==> src/rtl/instr_fetch_unit.sv <==
// Instruction fetch unit: latches the committed PC, reads the word over a
// ready-handshake bus and loads the instruction register with PC+1 alongside.
module instr_fetch_unit #(
    parameter int ADDR_W  = 16,
    parameter int DATA_W  = 16,
    parameter int TIMEOUT = 15
) (
    input  logic              clk,
    input  logic              reset,
    input  logic              fetch_start,
    input  logic [ADDR_W-1:0] pc_in,
    output logic [ADDR_W-1:0] mem_addr,
    output logic              mem_rd,
    input  logic              mem_ready,
    input  logic [DATA_W-1:0] mem_rdata,
    output logic [DATA_W-1:0] ir_out,
    output logic [ADDR_W-1:0] npc_out,
    output logic              fetch_done,
    output logic              busy,
    output logic              fetch_err,
    output logic [15:0]       fetch_count
);

    typedef enum logic [1:0] {
        IDLE = 2'd0,
        REQ  = 2'd1,
        DONE = 2'd2,
        ERR  = 2'd3
    } state_t;

    localparam logic [7:0] WAIT_MAX = 8'(TIMEOUT);

    state_t            state_q, state_d;
    logic [ADDR_W-1:0] addr_q, addr_d;
    logic [DATA_W-1:0] ir_q, ir_d;
    logic [ADDR_W-1:0] npc_q, npc_d;
    logic              err_q, err_d;
    logic [15:0]       cnt_q, cnt_d;
    logic [7:0]        wait_q, wait_d;
    logic              rd_q, rd_d;
    logic              busy_q, busy_d;
    logic              done_q, done_d;

    always_comb begin
        state_d = state_q;
        addr_d  = addr_q;
        ir_d    = ir_q;
        npc_d   = npc_q;
        err_d   = err_q;
        cnt_d   = cnt_q;
        wait_d  = wait_q;
        case (state_q)
            REQ: begin
                if (mem_ready) begin
                    ir_d    = mem_rdata;
                    npc_d   = addr_q + ADDR_W'(1);
                    cnt_d   = cnt_q + 16'd1;
                    state_d = DONE;
                end else if (wait_q == WAIT_MAX) begin
                    err_d   = 1'b1;
                    state_d = ERR;
                end else begin
                    wait_d = wait_q + 8'd1;
                end
            end
            default: begin
                // IDLE, DONE and ERR all accept a new request the same way
                if (fetch_start) begin
                    addr_d  = pc_in;
                    wait_d  = 8'd0;
                    err_d   = 1'b0;
                    state_d = REQ;
                end else if (state_q != ERR) begin
                    state_d = IDLE;
                end
            end
        endcase
        rd_d   = (state_d == REQ);
        busy_d = (state_d == REQ);
        done_d = (state_d == DONE);
    end

    always_ff @(posedge clk or negedge reset) begin
        if (!reset) begin
            state_q <= IDLE;
            addr_q  <= '0;
            ir_q    <= '0;
            npc_q   <= '0;
            err_q   <= 1'b0;
            cnt_q   <= '0;
            wait_q  <= '0;
            rd_q    <= 1'b0;
            busy_q  <= 1'b0;
            done_q  <= 1'b0;
        end else begin
            state_q <= state_d;
            addr_q  <= addr_d;
            ir_q    <= ir_d;
            npc_q   <= npc_d;
            err_q   <= err_d;
            cnt_q   <= cnt_d;
            wait_q  <= wait_d;
            rd_q    <= rd_d;
            busy_q  <= busy_d;
            done_q  <= done_d;
        end
    end

    assign mem_addr    = addr_q;
    assign mem_rd      = rd_q;
    assign busy        = busy_q;
    assign ir_out      = ir_q;
    assign npc_out     = npc_q;
    assign fetch_done  = done_q;
    assign fetch_err   = err_q;
    assign fetch_count = cnt_q;

endmodule

==> config.mk <==
export PLATFORM = sky130hd
export DESIGN_NAME = instr_fetch_unit
export DESIGN_NICKNAME = d
export VERILOG_FILES = /design/src/rtl/instr_fetch_unit.sv
export SDC_FILE = /design/constraint.sdc
export NUM_CORES = 1
export LEC_CHECK = 0
export ABC_AREA = 0
export CAP_MARGIN = 20
export CORE_MARGIN = 4
export CORE_UTILIZATION = 40
export DETAILED_ROUTE_END_ITERATION = 7
export GPL_TIMING_DRIVEN = 0
export PLACE_DENSITY = 0.76
export RECOVER_POWER = 25
export SLEW_MARGIN = 20
export SYNTH_ARGS = -nofsm -noshare
export SYNTH_HDL_FRONTEND = slang
export SYNTH_SLANG_ARGS = --single-unit
==> constraint.sdc <==
create_clock -name clk -period 2 [get_ports clk]
set_input_delay 0.2 -clock clk [delete_from_list [all_inputs] [get_ports clk]]
set_output_delay 0.2 -clock clk [all_outputs]
set_load 0.05 [all_outputs]
=== Word level (Yosys, flattened, before mapping) ===
Cells that the tools add are included.

* Add/sub/neg operators: 3
* Equal/unequal tests: 8
* Mux-type cells: 13
* Bitwise logic cells: 1
* Reductions and logical operators: 5

{| class="wikitable"
|+ Operators by type and width
! cell !! count
|-
| $add A16 B1 Y16 const B || 2
|-
| $mux W8 || 4
|-
| $mux W2 || 5
|-
| $add A8 B1 Y8 const B || 1
|-
| $eq A8 B4 Y1 const B || 1
|-
| $ne A2 B2 Y1 const B || 4
|-
| $reduce_and A3 Y1 || 2
|-
| $eq A2 B1 Y1 const B || 2
|-
| $mux W1 || 4
|-
| $reduce_and A2 Y1 || 2
|-
| $eq A2 B2 Y1 const B || 1
|-
| $reduce_bool A2 Y1 || 1
|-
| $not A1 Y1 || 1
|}

* Register bits: 77
* Bits of input ports: 36
* Output and inout bits: 68
* Word-level logic and storage cells: 39

=== Depth between registers and ports, before layout ===
Gate-level depths: netlist of the first run.

* Depth after elaboration: 5
* Depth in mapped cells: 6
* Mapped depth without buffers: 5

=== Worst setup path before layout of the first run ===
No wires, ideal clock.

* Path kind: register -> register
* Start point: register addr_q[0] (netlist: mem_addr[0])
* End point: register npc_q[12] (netlist: npc_out[12])
* Data arrival time: 1.627 ns
* Data required time: 1.867 ns
* Slack: 0.240 ns
* Stages on the path, launching flop included: 6
* Clock period less this slack: 1.760 ns
* Cell sequence: dfrtp_1 > ha_1 > nand4_1 > nor4_1 > xnor2_1 > o21ai_1

* Word-level cells in the longest chain between the ends: 1

{| class="wikitable"
|+ Ends and longest elaborated chain
! what !! line !! source
|-
| start: declaration || 34 || <nowiki>logic [ADDR_W-1:0] addr_q, addr_d;</nowiki>
|-
| start signal: assignment || 97 || <nowiki>addr_q <= addr_d;</nowiki>
|-
| $add A16 B1 Y16 || 56 || <nowiki>npc_d = addr_q + ADDR_W'(1);</nowiki>
|-
| end signal: assignment || 99 || <nowiki>npc_q <= npc_d;</nowiki>
|-
| end: declaration || 36 || <nowiki>logic [ADDR_W-1:0] npc_q, npc_d;</nowiki>
|}

No other way between the ends.
A chain may end at the register's enable or synchronous reset.

=== Worst setup path after layout of the first run ===
* Start point: register addr_q[5] (netlist: mem_addr[5])
* End point: output mem_addr[5]

{| class="wikitable"
|+ RTL lines
! what !! line !! source
|-
| end: declaration || 12 || <nowiki>output logic [ADDR_W-1:0] mem_addr,</nowiki>
|}

No word-level cell between the ends.

==> metrics.txt, run 1 <==
fraction of the yosys area taken by sequential cells 0.562; Fill cells 718; FF+latch count, synth 77; area of the core region 8260 um^2; Port Buffer Count 102; power density over the cells 1760 nW/um^2; sum of net half-perimeters after detailed placement 5970 um; multiplexer share of the synthesized area 0.0672; most frequently used flop master after synthesis dfrtp_1; number of clock buffers inserted by TritonCTS 9; adder-cell share of the synthesized area 0.0110; YS warnings 0; fraction of registers with async set/reset 1.00; Max transition margin 0.527; Final nets 475; initial cell density of the core 0.415; sort of element at the start of the critical path flop; count of unique library cells instantiated by Yosys 39; total number of vias 2691; Max Root-Sink Buffers 2; start of the worst register-to-register path mem_addr[0]; Max Clk Rate 0.533 GHz; number of hold violations in the final report 0; die outline height 101 um; pin count of the biggest net entering global routing 50; die extent in x 101 um; Synth area leader dfrtp_1; Synth-to-Final Area Change 39.3%; max-cap violations 0; TritonCTS clock tree yes; number of standard-cell rows in the floorplan 33; critical path data required time 1.80 ns; post-detailed-route count of antenna-violating nets 0; Pwr Total 8.39 mW; cell total after placement 529; post-synthesis instance area 3430 um^2; Iteration-0 DRC Markers 102; vias per std cell 4.94; boundary pin count 104; latest clock arrival within the worst-skew pair 0.35 ns; origin of the worst min-delay path mem_ready; result of the run complete, no violations; number of DRC violations after detailed routing 0; cells along the critical path clkdlybuf4s50_1; overall track demand over capacity in global routing 0.167; Slew @ Worst Pin 0.709 ns; total nets after synthesis 360; die area 10100 um^2; Worst VDD drop 1210 uV; fin cells 545; routability congestion estimate 0.783; buffers inserted during post-CTS setup optimization 0; count of buffering cells on the critical path with inverters included 1; startpoint of the most critical setup path mem_addr[5]; number of antenna diodes 0; fin util 0.578; master cell of the clock root buffer clkbuf_8; Hold WC Path Type input pin to flop; number of pins with negative max-slew slack in the final report 0; detailed-route wire length 7860 um; via count of the first global-routing pass 2749; Synth Area in Compound Gates 0.0438; post-layout min period 1.87 ns; library cell contributing the largest single delay on the critical path clkdlybuf4s50_1; fraction of final layout cells with drive strength greater than 1 0.111; fraction of the mapped netlist area in simple logic gates 0.208; # H-tree levels 3; Crit. End Element output pin; critical path arrival 1.67 ns; leakage dissipation 2.11 nW; gate count of the mapped netlist 321; initial antenna violation count 0; DR WL/cell 14.4 um; largest family of logic cells by synthesized area simple AND/OR/NAND/NOR gates; drt pass-1 iters 4; final number of setup-violating endpoints 0; wire length of the first global-routing pass 13400 um; Clock Pin Slew Worst Setup and Hold Paths 0.07 ns; xor-xnor portion of the synthesized cell area 0.0767; GR Overflow Total 0; dominant delay contributor by cell family on the critical path buffers and inverters; sinks on the clock net 77; setup repair after global routing missed its margin no; average size of a mapped cell 10.7 um^2; critical path class flop to output pin; Worst Clk Skew 0.0126 ns; post-synth top area share 0.562; largest incremental delay on the critical path 0.85 ns; number of enable-type register cells in the synthesized netlist 0; cells taking the most area after synthesis dfrtp_1, nand2_1, xnor2_1, mux2_2, o21ai_0; Worst Path Max Fanout 7; period utilization 0.937
power by group:
part	switching (mW)	total [mW]	internal, mW
Sequential	0.566	2.70	2.14
Clock	0.547	1.11	0.564
Combinational	2.97	4.58	1.60
Total	4.08	8.39	4.30
flip-flops by register name, indices dropped and copies added, names as in the netlist:
register     count
fetch_done       1
npc_out         16
wait_q           8
mem_addr        16
ir_out          16
busy             1
state_q          2
fetch_err        1
fetch_count     16
logic make-up after synthesis:
group,after synthesis
adder cells (fa/ha/maj),3
multiplexers,21
flip-flops,77
AND/OR/NAND/NOR,144
AO/OA/AOI/OAI,25
buffers and inverters,21
XOR/XNOR,30
cells in the mapped netlist (2+ instances only):
library cell and number:
nor2_1 10, buf_6 2, nor4_1 6, o21ai_1 3, mux2_2 16, xor2_1 6
xnor2_1 24, nand3b_1 2, dfrtp_1 77, inv_1 8, nand4_1 6, o211ai_1 3
a22o_1 2, nor3_1 5, and4_1 2, o21ai_0 15, buf_4 2, mux2i_1 5
ha_1 3, nand3_1 13, buf_2 3, nand2_1 87, clkbuf_1 5
worst paths after layout:
kind	slack, ns	cells after the start	endpoint
setup / recovery	0.13	1	mem_addr[5]
hold / removal	0.26	2	state_q[1]
setup reg to reg	0.34	5	npc_out[14]
hold reg to reg	0.47	1	fetch_count[15]
max in group asynchronous	0.37	3	npc_out[0]
min in group asynchronous	0.43	2	mem_addr[12]
cell type report:
class	instances	area [um^2]	area share
Timing Repair Buffer	104	1030	0.217
Clock buffer	10	128	0.0268
Tap cell	105	131	0.0275
Multi-Input combinational cell	223	1390	0.292
Sequential cell	77	1930	0.404
Buffer	13	76.3	0.0160
Inverter	8	30.0	0.00629
Clock inverter	5	52.6	0.0110
metrics by stage:
step                      hold slack, ns  cell area, um^2  setup slack, ns  TNS [ns]
after CTS                          0.239             4790            0.109         0
after floorplan                  -0.0956             3430            0.240         0
after global placement             0.459             4580            -2.02   -155.07
after detailed placement           0.159             4600            0.343         0
after global routing               0.260             4770           0.0620         0
final                              0.256             4770            0.125         0
metal layers:
layer	track usage	routed length [um]	vias to the layer above
met4	0.0487	95	0
met3	0.0588	478	8
li1	-	-	1312
met5	0	0	-
met1	0.213	3350	1303
met2	0.268	3940	68
repair_timing:
action,in CTS,in global routing
gates resized for setup,0,0
setup endpoints to repair,0,0
hold buffers,1,0
hold endpoints to repair,28,0
layout by cell type, fill, tap and decap left out, types with 2 or more instances in the layout:
cell type	Yosys	layout
buf_6	2	2
ha_1	3	3
mux2i_1	5	5
clkbuf_8	0	9
inv_1	8	8
and4_1	2	2
buf_4	2	2
nand3b_1	2	2
nor4_1	6	6
dfrtp_1	77	77
clkbuf_1	5	6
a22o_1	2	2
nor3_1	5	5
nor2_1	10	10
nand3_1	13	13
o211ai_1	3	3
mux2_2	16	16
buf_2	3	3
clkinv_2	0	3
clkbuf_2	1	2
xor2_1	6	6
o21ai_1	3	3
o21ai_0	15	15
xnor2_1	24	24
nand2_1	87	87
nand4_1	6	6
clkdlybuf4s50_1	0	101
Power figures use the tool's default switching activity.
==> run 2: changes to the inputs <==
--- a/config.mk
+++ b/config.mk
@@ -6,7 +6,6 @@
 export NUM_CORES = 1
 export LEC_CHECK = 0
 export ABC_AREA = 0
-export CAP_MARGIN = 20
 export CORE_MARGIN = 4
 export CORE_UTILIZATION = 40
 export DETAILED_ROUTE_END_ITERATION = 7
==> results of run 2 <==
Final layout, timing and power as in run 1 (identical DEF).
==> run 3: changes to the inputs <==
--- a/config.mk
+++ b/config.mk
@@ -6,7 +6,8 @@
 export NUM_CORES = 1
 export LEC_CHECK = 0
 export ABC_AREA = 0
-export CORE_MARGIN = 4
+export ABC_CLOCK_PERIOD_IN_PS = 2000
+export CORE_MARGIN = 5
 export CORE_UTILIZATION = 40
 export DETAILED_ROUTE_END_ITERATION = 7
 export GPL_TIMING_DRIVEN = 0
==> metrics.txt, run 3 (synthesis results as in run 1) <==
number of clock buffers inserted by TritonCTS 9 (unchanged); Worst Clk Skew 0.00840 ns (was 0.0126 ns); die area 10500 um^2 (was 10100 um^2); Max Root-Sink Buffers 2 (unchanged); boundary pin count 104 (unchanged); fin cells 545 (unchanged); setup repair after global routing missed its margin no (unchanged); largest incremental delay on the critical path 0.86 ns (was 0.85 ns); area of combinational cells with multiple inputs 1390 um^2 (unchanged); number of hold-repair buffers added at the cts stage 1 (unchanged); max-cap violations 0 (unchanged); Hold WC Path Type input pin to flop (unchanged); master cell of the clock root buffer clkbuf_8 (unchanged); area used by sequential logic in the layout 1930 um^2 (unchanged); Final nets 475 (unchanged); commonest cells after routing, fill and taps aside clkdlybuf4s50_1, nand2_1, dfrtp_1 (unchanged); pin count of the biggest net entering global routing 44 (was 50); number of pins with negative max-slew slack in the final report 0 (unchanged); Crit. End Element output pin (unchanged); power density over the cells 1800 nW/um^2 (was 1760 nW/um^2); tightest hold margin 0.279 ns (was 0.256 ns); placement-stage cell area 4600 um^2 (about the same); leakage dissipation 2.13 nW (was 2.11 nW); number of antenna diodes 0 (unchanged); sort of element at the start of the critical path flop (unchanged); latest clock arrival within the worst-skew pair 0.34 ns (was 0.35 ns); post-layout min period 1.90 ns (was 1.87 ns); result of the run complete, no violations (unchanged); Port Buffer Count 102 (unchanged); sum of net half-perimeters after detailed placement 6230 um (was 5970 um); GR Overflow Total 0 (unchanged); library cell contributing the largest single delay on the critical path clkdlybuf4s50_1 (unchanged); wire length of the first global-routing pass 13400 um (about the same); initial cell density of the core 0.413 (was 0.415); Clock Pin Slew Worst Setup and Hold Paths 0.08 ns (was 0.07 ns); overall track demand over capacity in global routing 0.165 (was 0.167); drt pass-1 iters 4 (unchanged); routability congestion estimate 0.715 (was 0.783); detailed-route wire length 8310 um (was 7860 um); DR WL/cell 15.2 um (was 14.4 um); Max Clk Rate 0.528 GHz (was 0.533 GHz); critical path data required time 1.80 ns (about the same); cells along the critical path clkdlybuf4s50_1 (unchanged); Worst VDD drop 1030 uV (was 1210 uV); cell total after placement 529 (unchanged); Fill cells 738 (was 718); die extent in x 103 um (was 101 um); Pwr Total 8.67 mW (was 8.39 mW); final number of setup-violating endpoints 0 (unchanged); most frequent standard cell in the layout excluding fill and tap cells clkdlybuf4s50_1 (unchanged); via count of the first global-routing pass 2710 (was 2749); Synth-to-Final Area Change 40.8% (was 39.3%); total number of vias 2675 (was 2691); number of hold violations in the final report 0 (unchanged); vias per std cell 4.91 (was 4.94); critical path arrival 1.70 ns (was 1.67 ns); initial antenna violation count 0 (unchanged); TritonCTS clock tree yes (unchanged); # H-tree levels 3 (unchanged); dominant delay contributor by cell family on the critical path buffers and inverters (unchanged); final non-filler cell area 4820 um^2 (was 4770 um^2); number of standard-cell rows in the floorplan 33 (unchanged); sinks on the clock net 77 (unchanged); post-detailed-route count of antenna-violating nets 0 (unchanged); min setup slack post-route 0.105 ns (was 0.125 ns); cts repair resizes 0 (unchanged); number of DRC violations after detailed routing 0 (unchanged); area of the core region 8300 um^2 (was 8260 um^2); critical path class flop to output pin (unchanged); fraction of final layout cells with drive strength greater than 1 0.114 (was 0.111); Max transition margin 0.441 (was 0.527); worst slack, placed 0.345 ns (was 0.343 ns); buffers inserted during post-CTS setup optimization 0 (unchanged); Worst Path Max Fanout 7 (unchanged); Iteration-0 DRC Markers 58 (was 102); count of buffering cells on the critical path with inverters included 1 (unchanged); die outline height 103 um (was 101 um); period utilization 0.948 (was 0.937); Slew @ Worst Pin 0.839 ns (was 0.709 ns)
==> run 3: changes by cell type in the layout (fill, tap and decap cells not counted), sizes merged <==
cell / delta
clkinv: -3
clkbuf: +2
bufinv: +1
==> run 3: worst paths after layout <==
| check | startpoint | to | slack, ns | cells after the start |
|---|---|---|---|---|
| max | mem_addr[3] | mem_addr[3] | 0.10 | 1 |
| min | mem_ready | state_q[1] | 0.28 | 2 |
| max reg2reg | mem_addr[0] | npc_out[14] | 0.34 | 5 |
| min reg2reg | fetch_count[15] | fetch_count[15] | 0.47 | 1 |
| max in group asynchronous | reset | npc_out[0] | 0.34 | 3 |
| min in group asynchronous | reset | wait_q[5] | 0.49 | 2 |
==> run 3: per-layer routing <==
layer / up-vias / track usage / part of all wire
li1: 1311 / - / -
met1: 1280 / 0.206 / 0.40
met2: 76 / 0.274 / 0.53
met3: 8 / 0.0487 / 0.061
met4: 0 / 0.0545 / 0.0097
met5: - / 0 / 0
==> run 3: report_power, final <==
group          internal (mW)  total [mW]  switching [mW]
Clock                  0.799        1.36           0.562
Sequential              2.14        2.71           0.576
Combinational           1.61        4.59            2.99
Total                   4.54        8.67            4.12
==> run 3: stage by stage <==
step | utilization | setup TNS (ns)
after floorplan | - | 0
after global placement | 0.552 | -153.09
after detailed placement | 0.554 | 0
after CTS | 0.583 | 0
after global routing | 0.581 | 0
final | 0.581 | 0
==> run 3: cell type report <==
class / instances / share of cell area
multi-input combinational: 223 / 0.289
sequential: 77 / 0.399
tap: 105 / 0.0272
timing repair buffer: 104 / 0.214
inverter: 8 / 0.00623
clock inverter: 3 / 0.0140
buffer: 13 / 0.0158
clock buffer: 12 / 0.0342
==> RTL change, RTL diff (settings of run 3) <==
The 4 states of `state_t` get a one-hot encoding in 4 bits.
--- a/src/rtl/instr_fetch_unit.sv
+++ b/src/rtl/instr_fetch_unit.sv
@@ -23,7 +23,7 @@
 
-    typedef enum logic [1:0] {
-        IDLE = 2'd0,
-        REQ  = 2'd1,
-        DONE = 2'd2,
-        ERR  = 2'd3
+    typedef enum logic [3:0] {
+        IDLE = 4'b0001,
+        REQ  = 4'b0010,
+        DONE = 4'b0100,
+        ERR  = 4'b1000
     } state_t;
Formal check against the unedited RTL: no difference found for any inputs over 10 cycles, from zero or initial values and one cycle with reset low; not proved beyond that.
==> RTL change against run 3 <==
First-iteration DRC count rose by 88%; cell area rose by 1.5%; routed wire length barely moved; critical path depth rose by 4; total power fell by 27%; area after synthesis rose by 0.77%; worst setup slack got worse by 25 ps; sequential cell count rose by 2; final cell count rose by 7.5%; utilization rose by 0.89 points.
==> RTL change: results <==
{
  "outcome": "complete, no violations",
  "synthesis.nets": 394,
  "synthTopCellsByArea": "dfrtp_1, nand2_1, xnor2_1",
  "synth-main-ff-cell": "dfrtp_1",
  "grt_pass1_wl_um": 13500,
  "cp_slowest_cell": "or4b_1",
  "grt_pass1_vias": 2786,
  "r2r_cells": 5,
  "rrSetupSlack_ps": 80,
  "place_ws_ps": 28.3,
  "peakVddDrop_uv": 648,
  "reg2reg_to": "wait_q[2]$_DFFE_PN0P_",
  "critPathMaxStageDelay_ps": 550,
  "slew_headroom": 0.525,
  "synth_cell_types": 37,
  "synth-seq-area-share": 0.573,
  "io_buffers": 102,
  "final_nets": 515,
  "worstHoldStart": "mem_ready",
  "leakagePower_nw": 2.25,
  "whs_endpoint": "wait_q[3]$_DFFE_PN0P_",
  "grt-ovfl-total": 0,
  "place_area_um2": 4630,
  "swShare": 0.427,
  "initialDrtViolationCount": 109,
  "antenna_found_initial": 0,
  "hold_path_depth": 4,
  "hpwl_um": 6250,
  "clockBufferDepth": 2,
  "synth_async_sr_flop_share": 1.00,
  "track_usage": 0.162,
  "cp_max_fo": 10,
  "antenna_cells": 0,
  "cts-buffers-inserted": 9,
  "clkTransAtPathRegs_ps": 80,
  "critPathArrivalTime_ps": 2130,
  "fillCellCount": 736,
  "grt_max_degree": 54,
  "wl_um": 8310,
  "r2r_start": "state_q[2]$_DFF_PN0_",
  "yosysWarnings": 0,
  "gp_congestion": 0.817,
  "drive_above_1_share": 0.0852,
  "clock_latency_ps": 340,
  "synth_commonest_cells": "nand2_1, dfrtp_1, xnor2_1",
  "clockRootBuffer": "clkbuf_8",
  "first_pass_iters": 4,
  "ctsHtreeMaxLevel": 3,
  "synth-edff-count": 0,
  "via_per_inst": 4.85,
  "clock_skew_ps": 14.1,
  "hold_path_class": "in -> reg"
}
[RTL change: worst max path at each step]
stage	start	end	slack [ps]	cells after the start
final	state_q[2]$_DFF_PN0_	wait_q[2]$_DFFE_PN0P_	80	5
after global routing	state_q[3]$_DFF_PN0_	wait_q[2]$_DFFE_PN0P_	6	5
after CTS	state_q[2]$_DFF_PN0_	wait_q[2]$_DFFE_PN0P_	10	5
after detailed placement	state_q[2]$_DFF_PN0_	wait_q[2]$_DFFE_PN0P_	30	5
after global placement	reset	npc_out[5]$_DFFE_PN0P_	-2050	1
after floorplan	state_q[2]$_DFF_PN0_	wait_q[2]$_DFFE_PN0P_	140	5
[RTL change: area by class of cell]
| cell class | count | area [um2] | share of cell area |
|---|---|---|---|
| inverter | 6 | 22.5 | 0.00460 |
| tap | 105 | 131 | 0.0268 |
| multi-input combinational | 257 | 1400 | 0.286 |
| clock buffer | 11 | 141 | 0.0289 |
| buffer | 13 | 66.3 | 0.0135 |
| sequential | 79 | 1980 | 0.404 |
| clock inverter | 5 | 78.8 | 0.0161 |
| timing repair buffer | 110 | 1080 | 0.220 |
[RTL change: cells by family (layout without fill, tap and decap cells)]
kind of cell / Yosys count / count (layout) / share of synthesized area
compound gates: 27 / 27 / 0.0497
xor+xnor: 33 / 33 / 0.0837
fa+ha+maj: 3 / 3 / 0.0109
buf+inv: 19 / 145 / 0.0250
flops: 79 / 79 / 0.573
mux: 1 / 1 / 0.00290
simple gates: 193 / 193 / 0.255
[RTL change: critical path: cells and delay by family (launching register included)]
kind            cells  cell delay (ps)
flops               1              400
buf+inv             1              170
compound gates      1              250
simple gates        3              980
[RTL change: per-layer routing]
layer  wire, um  share of wire  up-vias  track usage
met5          0              0        -            0
met4        118          0.014        0       0.0598
met3        701          0.084       11       0.0487
met2       3850           0.46       88        0.249
met1       3640           0.44     1329        0.218
li1           -              -     1412            -
[RTL change: power groups by stage]
stage                     logic (mW)  clock network [mW]  registers [mW]
after floorplan                0.490                   0            3.52
after global placement          2.71                   0            2.28
after detailed placement        2.75                   0            2.30
after CTS                       2.76                1.35            2.27
after global routing            2.91                1.41            2.33
final                           2.74                1.31            2.27
[RTL change: metrics by stage]
stage,cells,utilization,hold WS (ps),setup TNS (ps)
after floorplan,355,-,-95.6,0
after global placement,562,0.555,457,-160740
after detailed placement,563,0.558,151,0
after CTS,580,0.586,295,0
after global routing,586,0.590,367,0
final,586,0.590,359,0
[RTL change: what timing repair did]
item | in CTS | in global routing
hold endpoints to repair | 25 | 0
hold buffers | 1 | 0
setup buffers | 0 | 6
setup endpoints to repair | 0 | 49
resized for setup | 0 | 7
